$ cat src/rtl/usb_tx_scheduler.sv
// usb_tx_scheduler: round-robin arbiter between two packet sources that serializes
// the granted packet LSB-first into the encoder, then drains the stuffer and runs EOP.
module usb_tx_scheduler #(
  parameter int LEN_W = 7
) (
  input  logic             clock,
  input  logic             reset_n,
  input  logic             req_0,
  input  logic             req_1,
  input  logic [LEN_W-1:0] len_0,
  input  logic [LEN_W-1:0] len_1,
  input  logic [7:0]       byte_0,
  input  logic [7:0]       byte_1,
  output logic [1:0]       grant,
  output logic             byte_pop,
  output logic             enc_valid,
  output logic             enc_bit,
  input  logic             enc_ready,
  input  logic             enc_busy,
  output logic             eop_start,
  input  logic             eop_done,
  output logic             done,
  output logic             len_err
);
  localparam logic [2:0] S_IDLE   = 3'd0;
  localparam logic [2:0] S_LOAD   = 3'd1;
  localparam logic [2:0] S_SHIFT  = 3'd2;
  localparam logic [2:0] S_DRAIN  = 3'd3;
  localparam logic [2:0] S_EOP    = 3'd4;
  localparam logic [2:0] S_FINISH = 3'd5;

  logic [2:0]       state_q, state_d;
  logic [1:0]       grant_q, grant_d;
  logic             last_q, last_d;
  logic [LEN_W-1:0] byte_cnt_q, byte_cnt_d;
  logic [2:0]       bit_cnt_q, bit_cnt_d;
  logic [7:0]       shreg_q, shreg_d;
  logic             eop_start_q, eop_start_d;
  logic             done_q, done_d;
  logic             len_err_q, len_err_d;
  logic             pop;
  logic             win_1;
  logic [LEN_W-1:0] win_len;
  logic [7:0]       cur_byte;

  // On a tie the requester that was not served last wins.
  assign win_1    = req_1 & (~req_0 | ~last_q);
  assign win_len  = win_1 ? len_1 : len_0;
  assign cur_byte = grant_q[1] ? byte_1 : byte_0;

  always_comb begin
    state_d     = state_q;
    grant_d     = grant_q;
    last_d      = last_q;
    byte_cnt_d  = byte_cnt_q;
    bit_cnt_d   = bit_cnt_q;
    shreg_d     = shreg_q;
    eop_start_d = 1'b0;
    done_d      = 1'b0;
    len_err_d   = 1'b0;
    pop         = 1'b0;
    case (state_q)
      S_IDLE: begin
        // done_q blocks the cycle in which a zero-length requester is still dropping req.
        if ((req_0 | req_1) && !done_q) begin
          if (win_len == '0) begin
            len_err_d = 1'b1;
            done_d    = 1'b1;
            last_d    = win_1;
          end else begin
            grant_d    = {win_1, ~win_1};
            byte_cnt_d = win_len;
            state_d    = S_LOAD;
          end
        end
      end
      S_LOAD: begin
        shreg_d   = cur_byte;
        pop       = 1'b1;
        bit_cnt_d = 3'd0;
        state_d   = S_SHIFT;
      end
      S_SHIFT: begin
        if (enc_ready) begin
          if (bit_cnt_q != 3'd7) begin
            shreg_d   = shreg_q >> 1;
            bit_cnt_d = bit_cnt_q + 3'd1;
          end else if (byte_cnt_q > LEN_W'(1)) begin
            shreg_d    = cur_byte;
            pop        = 1'b1;
            byte_cnt_d = byte_cnt_q - LEN_W'(1);
            bit_cnt_d  = 3'd0;
          end else begin
            state_d = S_DRAIN;
          end
        end
      end
      S_DRAIN: begin
        if (!enc_busy) begin
          eop_start_d = 1'b1;
          state_d     = S_EOP;
        end
      end
      S_EOP: begin
        if (eop_done) begin
          done_d  = 1'b1;
          state_d = S_FINISH;
        end
      end
      S_FINISH: begin
        grant_d = 2'b00;
        last_d  = grant_q[1];
        state_d = S_IDLE;
      end
      default: state_d = S_IDLE;
    endcase
  end

  always_ff @(posedge clock or negedge reset_n) begin
    if (!reset_n) begin
      state_q     <= S_IDLE;
      grant_q     <= 2'b00;
      last_q      <= 1'b1;
      byte_cnt_q  <= '0;
      bit_cnt_q   <= 3'd0;
      eop_start_q <= 1'b0;
      done_q      <= 1'b0;
      len_err_q   <= 1'b0;
    end else begin
      state_q     <= state_d;
      grant_q     <= grant_d;
      last_q      <= last_d;
      byte_cnt_q  <= byte_cnt_d;
      bit_cnt_q   <= bit_cnt_d;
      eop_start_q <= eop_start_d;
      done_q      <= done_d;
      len_err_q   <= len_err_d;
    end
  end

  // Shift data needs no reset: enc_bit is masked outside SHIFT.
  always_ff @(posedge clock) begin
    shreg_q <= shreg_d;
  end

  assign grant     = grant_q;
  assign byte_pop  = pop;
  assign enc_valid = (state_q == S_SHIFT);
  assign enc_bit   = (state_q == S_SHIFT) & shreg_q[0];
  assign eop_start = eop_start_q;
  assign done      = done_q;
  assign len_err   = len_err_q;
endmodule
$ cat config.mk
export PLATFORM = sky130hd
export DESIGN_NAME = usb_tx_scheduler
export DESIGN_NICKNAME = d
export VERILOG_FILES = /design/src/rtl/usb_tx_scheduler.sv
export SDC_FILE = /design/constraint.sdc
export NUM_CORES = 1
export LEC_CHECK = 0
export CAP_MARGIN = 0
export CORE_ASPECT_RATIO = 1.4
export CORE_UTILIZATION = 53
export CTS_BUF_LIST = sky130_fd_sc_hd__clkbuf_8 sky130_fd_sc_hd__clkbuf_16
export DETAILED_ROUTE_END_ITERATION = 12
export PLACE_DENSITY = 0.86
export SLEW_MARGIN = 0
export SYNTH_ARGS = -nofsm -noshare
export SYNTH_HDL_FRONTEND = slang
export SYNTH_SLANG_ARGS = --single-unit
$ cat constraint.sdc
create_clock -name clock -period 3.3 [get_ports clock]
set_clock_uncertainty 0.15 [all_clocks]
set_input_delay 0.66 -clock clock [delete_from_list [all_inputs] [get_ports clock]]
set_output_delay 0.66 -clock clock [all_outputs]
set_load 0.02 [all_outputs]
# ---- Word-level counts from Yosys, hierarchy flattened
# Index checks and enable logic that the tools add are counted.
dict set report totals {
  regBits 27
  inputBits 37
  output_inout_bits 8
  elab_cells 88
}
dict set report classes {
  n_addsub 2
  magnitude_cmp 1
  eq_ne 16
  mux 41
  bitwise 7
  n_reduce_logical 12
}
# operator n
set ops {}
lappend ops {{7-bit 2-to-1 mux} 6}
lappend ops {{8-bit 2-to-1 mux} 4}
lappend ops {{3-bit 2-to-1 mux} 10}
lappend ops {{8-bit one-hot mux with 2 select lines} 1}
lappend ops {{3-bit one-hot mux with 5 select lines} 1}
lappend ops {{2-bit != test, second input constant} 7}
lappend ops {{7-bit one-hot mux with 2 select lines} 1}
lappend ops {{1-bit 2-to-1 mux} 11}
lappend ops {{3-bit AND reduction} 3}
lappend ops {{7-bit by 1-bit > comparator with 1-bit output, second input constant} 1}
lappend ops {{7-bit logical NOT} 1}
lappend ops {{7-bit AND reduction} 1}
lappend ops {{7-bit by 1-bit subtractor with 7-bit output, second input constant} 1}
lappend ops {{3-bit by 2-bit equality test with 1-bit output, second input constant} 2}
lappend ops {{3-bit equality test, second input constant} 2}
lappend ops {{1-bit one-hot mux with 2 select lines} 3}
lappend ops {{3-bit one-hot mux with 2 select lines} 1}
lappend ops {{6-bit AND reduction} 1}
lappend ops {{2-bit nonzero test} 3}
lappend ops {{2-bit 2-to-1 mux} 2}
lappend ops {{2-bit by 1-bit != test with 1-bit output, second input constant} 2}
lappend ops {{2-bit one-hot mux with 2 select lines} 1}
lappend ops {{3-bit by 1-bit adder with 3-bit output, second input constant} 1}
lappend ops {{3-bit by 1-bit equality test with 1-bit output, second input constant} 1}
lappend ops {{8 further kinds} 12}

# ---- Longest topological paths before layout
dict set report depth {
  word_depth 8
  depth_mapped 8
  depth_no_buf 7
}

# ---- Worst setup path before layout
# No wires, ideal clock.
dict set report synth_timing {
  kind {flip-flop to flip-flop}
  startpoint {register byte_cnt_q[0]}
  endpoint {register shreg_q[0] (enable)}
  setup_time_ns 0.377
  arrival_ns 1.750
  required_time_ns 2.773
  slack_ns 1.023
  path_stages_with_launch 6
  path_buffers 0
  period_less_slack_ns 2.277
  path_cell_list {dfrtp_1 ha_1 o21bai_1 a41oi_1 nand2_1 a21oi_1}
}
dict set report synth_via {
  elab_chain_len 3
}
# item line_no
set synth_rtl {}
lappend synth_rtl {{start: declaration} 35} ;# logic [LEN_W-1:0] byte_cnt_q, byte_cnt_d;
lappend synth_rtl {{start signal: assignment} 133} ;# byte_cnt_q <= byte_cnt_d;
lappend synth_rtl {{7-bit by 1-bit > comparator with 1-bit output} 88} ;# end else if (byte_cnt_q > LEN_W'(1)) begin
lappend synth_rtl {{3-bit by 1-bit != test with 1-bit output (no line)} -}
lappend synth_rtl {{3-bit AND reduction (no line)} -}
lappend synth_rtl {{end signal: assignment} 143} ;# shreg_q <= shreg_d;
lappend synth_rtl {{end: declaration} 37} ;# logic [7:0] shreg_q, shreg_d;
# No other way between the ends.
# A chain may end at the register's enable or synchronous reset.

# ---- Worst setup path in the final report
dict set report layout_timing {
  startpoint {register byte_cnt_q[0]}
  endpoint {output port byte_pop}
}
dict set report layout_via {
  elab_chain_len 5
}
# item line_no
set layout_rtl {}
lappend layout_rtl {{7-bit by 1-bit > comparator with 1-bit output} 88}
lappend layout_rtl {{1-bit 2-to-1 mux} 88}
lappend layout_rtl {{1-bit 2-to-1 mux} 85} ;# if (bit_cnt_q != 3'd7) begin
lappend layout_rtl {{1-bit 2-to-1 mux} 84} ;# if (enc_ready) begin
lappend layout_rtl {{1-bit one-hot mux with 2 select lines} 62} ;# case (state_q)
lappend layout_rtl {{end: declaration} 15} ;# output logic byte_pop,
# No other way between the ends.

==> impl_metrics.json <==
{
  "gr-usage-all-layers_pct": 24.5,
  "synth_mux_area_share_pct": 5.10,
  "place_hpwl_um": 3060,
  "power-per-cell-area_mw_per_mm2": 849,
  "cp_top_delay_family": "buffers and inverters",
  "internal-power_mw": 1.11,
  "end_kind": "output port",
  "fin_hold_ws_ns": 0.339,
  "synth_compound_area_share_pct": 22.9,
  "critical-path-max-stage-delay_ns": 0.62,
  "cp_num_buf_inv": 1,
  "ys_types": 47,
  "cts.hold.buffers_added": 0,
  "ys_seq_elements": 27,
  "yosysWarningCount": 0,
  "worst-slew-pin-transition_ns": 0.874,
  "grt_start_max_net_pins": 20,
  "global_route.overflow_total": 0,
  "synth_top_area_cell": "sky130_fd_sc_hd__dfrtp_1",
  "first_pass_grt_wire_length_um": 6610,
  "pwr-share-seq_pct": 34.8,
  "critPathMaxFanout": 6,
  "post-route-worst-setup-slack_ns": 0.250,
  "number_of_antenna_violations_at_the_first_check_in_global_routing": 0,
  "area.growth.synth_to_final_pct": 30.2,
  "tritoncts.num_buffers": 3,
  "route.vias.total": 1576,
  "clock_insertion_delay_worst_skew_ns": 0.27,
  "post_synth_fa_ha_maj_area_fraction_pct": 2.83,
  "ys_dominant_reg_cell": "sky130_fd_sc_hd__dfrtp_1",
  "drt-pass1-iter-count": 4,
  "netlist.area_leader.share_pct": 25.5,
  "synth_edf_count": 8,
  "hold_viol": 0,
  "final_cell_utilization_of_the_core_pct": 73.0,
  "fin_tns_setup_ns": 0,
  "xor_and_xnor_fraction_of_the_mapped_netlist_area_pct": 0,
  "holdCritPathClass": "flip-flop to flip-flop",
  "first_global_vias": 1530,
  "finalWeightedCongestion": 0.787,
  "die_area_mm2": 0.00357,
  "power.share.switching_pct": 43.4,
  "number_of_standard_cell_rows_in_the_floorplan": 24,
  "crit_path_category": "flip-flop to output port",
  "period_share_pct": 92.4,
  "drt_initial_violations": 26,
  "io_buffers": 44,
  "reg2reg_slack_ns": 1.06,
  "grt_setup_unrepaired": "false",
  "drc": 0,
  "vdd.ir_drop.worst_uv": 561,
  "ratio_of_cells_with_drive_above_1_in_the_final_layout_pct": 10.6,
  "final_period_demand_of_the_worst_path_ns": 3.05,
  "drt-wirelength-per-cell_um": 14.4,
  "main_combinational_cell_family_by_area_after_synthesis": "simple AND/OR/NAND/NOR gates",
  "netlist_instances": 191,
  "max_freq_mhz": 328,
  "crit_path_cell_trace": "ha_1 -> o21bai_1 -> nand3_1 -> nand4_1 -> a21oi_1 -> clkdlybuf4s50_1",
  "netlist_top_cells_area": "sky130_fd_sc_hd__dfrtp_1 25%, sky130_fd_sc_hd__edfxtp_1 14%, sky130_fd_sc_hd__nand2_1 7.0%",
  "setup_violations": 0,
  "post-layout-total-power_mw": 1.96,
  "basic_gate_share_of_the_synthesized_area_counting_and_or_nand_and_nor_cells_pct": 24.7,
  "syn_avg_cell_area_um2": 9.26,
  "netSwitchingPower_mw": 0.849,
  "postRouteAntennaNets": 0,
  "cts.repair_timing.setup_buffer_count": 0,
  "clockRootBuffer": "sky130_fd_sc_hd__clkbuf_8",
  "cp_data_required_time_ns": 2.49,
  "final_cell_mix": "44 x sky130_fd_sc_hd__clkdlybuf4s50_1, 33 x sky130_fd_sc_hd__nand2_1, 18 x sky130_fd_sc_hd__dfrtp_1",
  "pwr-share-clk_pct": 9.4,
  "status": "finished clean",
  "cellLeakagePower_nw": 0.896,
  "logic_pwr_share_pct": 55.8,
  "synth_fp_nets": 232,
  "number_of_placed_cells_counting_well_taps": 271,
  "initial_utilization_pct": 56.1,
  "cts_sinks": 27,
  "placement.setup.worst_slack_ns": 0.405,
  "maxCapViolCount": 0,
  "synth-seq-area-share_pct": 40.6,
  "post_cts_resize_count": 0,
  "cts_tree": "done",
  "finish.instance_area_mm2": 0.00230,
  "slew-limit-headroom_pct": 41.5,
  "drv_slew": 0,
  "vias_per_cell": 5.73,
  "critical_path_at_ns": 2.24,
  "final_cell_count_no_fill": 275,
  "total_core_area_mm2": 0.00315,
  "floorplan.die.height_um": 70.3,
  "category_of_the_worst_setup_path_launch_point": "flip-flop",
  "ios": 45,
  "cts_max_level": 1,
  "detail_route.wirelength_um": 3970,
  "antennaDiodeCount": 0,
  "fin_nets": 278,
  "postSynth.asyncResetShare_pct": 70.4,
  "worst_path_max_delay_cell": "sky130_fd_sc_hd__clkdlybuf4s50_1",
  "clock_path_buffers": 2,
  "placed_cell_area_mm2": 0.00226,
  "cts.reportedPaths.clkPinSlew_ns": 0.09,
  "die_span_in_x_um": 50.8,
  "synthesis.area_mm2": 0.00177,
  "most_common_library_cell_in_the_layout_ignoring_fill_and_taps": "sky130_fd_sc_hd__clkdlybuf4s50_1"
}
==> sequential cells by signal (all words and copies together), names as in the netlist <==
signal and cells:
last_q 1, byte_cnt_q 7, bit_cnt_q 3, grant 2
state_q 3, done 1, shreg_q 8, len_err 1
eop_start 1
==> path summary, 6_finish.rpt <==
path,startpoint,to,depth (start not counted)
hold reg to reg,bit_cnt_q[0]$_DFFE_PN0P_,bit_cnt_q[0]$_DFFE_PN0P_,1
setup / recovery,byte_cnt_q[0]$_DFFE_PN0P_,byte_pop,6
max in group asynchronous,reset_n,grant[0]$_DFFE_PN0P_,1
min in group asynchronous,reset_n,len_err$_DFF_PN0_,1
setup reg to reg,state_q[0]$_DFFE_PN0P_,shreg_q[2]$_DFFE_PP_,4
hold / removal,bit_cnt_q[0]$_DFFE_PN0P_,bit_cnt_q[0]$_DFFE_PN0P_,1
==> power by group through the flow <==
stage	combinational (mW)	clock [mW]	sequential (mW)
after floorplan	0.813	0	0.653
after global placement	1.05	0	0.679
after detailed placement	1.09	0	0.688
after CTS	1.09	0.188	0.681
after global routing	1.20	0.200	0.701
final	1.09	0.184	0.681
==> cell families (layout without fill, tap and decap cells) <==
| group | Yosys count | count (layout) |
|---|---|---|
| flops | 27 | 27 |
| fa+ha+maj | 4 | 4 |
| buf+inv | 15 | 60 |
| compound gates | 51 | 51 |
| mux | 9 | 9 |
| simple gates | 85 | 85 |
==> per-layer routing <==
metal / wire length, µm / share of wire [%] / vias up / global-route usage (%)
met5: 0 / 0 / - / 0
met4: 113 / 2.8 / 0 / 13.0
met3: 149 / 3.8 / 8 / 2.40
met2: 2060 / 52 / 41 / 41.9
met1: 1650 / 42 / 740 / 29.7
li1: - / - / 787 / -
==> layout make-up <==
| class | instances | area [µm²] |
|---|---|---|
| Multi-Input combinational cell | 149 | 982 |
| Fill cell | 265 | 851 |
| Sequential cell | 27 | 717 |
| Timing Repair Buffer | 50 | 485 |
| Tap cell | 39 | 48.8 |
| Clock buffer | 3 | 41.3 |
| Inverter | 6 | 23.8 |
| Clock inverter | 1 | 3.75 |
==> Yosys cell counts (2+ instances only) <==
library cell,number
sky130_fd_sc_hd__a211oi_4,2
sky130_fd_sc_hd__a21oi_1,10
sky130_fd_sc_hd__a31oi_1,4
sky130_fd_sc_hd__a32oi_1,2
sky130_fd_sc_hd__and2_1,2
sky130_fd_sc_hd__and3_1,4
sky130_fd_sc_hd__buf_2,3
sky130_fd_sc_hd__clkbuf_1,5
sky130_fd_sc_hd__dfrtp_1,18
sky130_fd_sc_hd__edfxtp_1,8
sky130_fd_sc_hd__ha_1,4
sky130_fd_sc_hd__inv_1,5
sky130_fd_sc_hd__mux2i_1,9
sky130_fd_sc_hd__nand2_1,33
sky130_fd_sc_hd__nand2b_1,3
sky130_fd_sc_hd__nand3_1,5
sky130_fd_sc_hd__nand4_1,4
sky130_fd_sc_hd__nor2_1,16
sky130_fd_sc_hd__nor3_1,8
sky130_fd_sc_hd__nor4_4,2
sky130_fd_sc_hd__o21ai_0,4
sky130_fd_sc_hd__o21ai_1,8
sky130_fd_sc_hd__o21bai_1,3
sky130_fd_sc_hd__o22a_1,5
sky130_fd_sc_hd__o41ai_1,2
No activity file was read; power rests on OpenSTA's default activity.
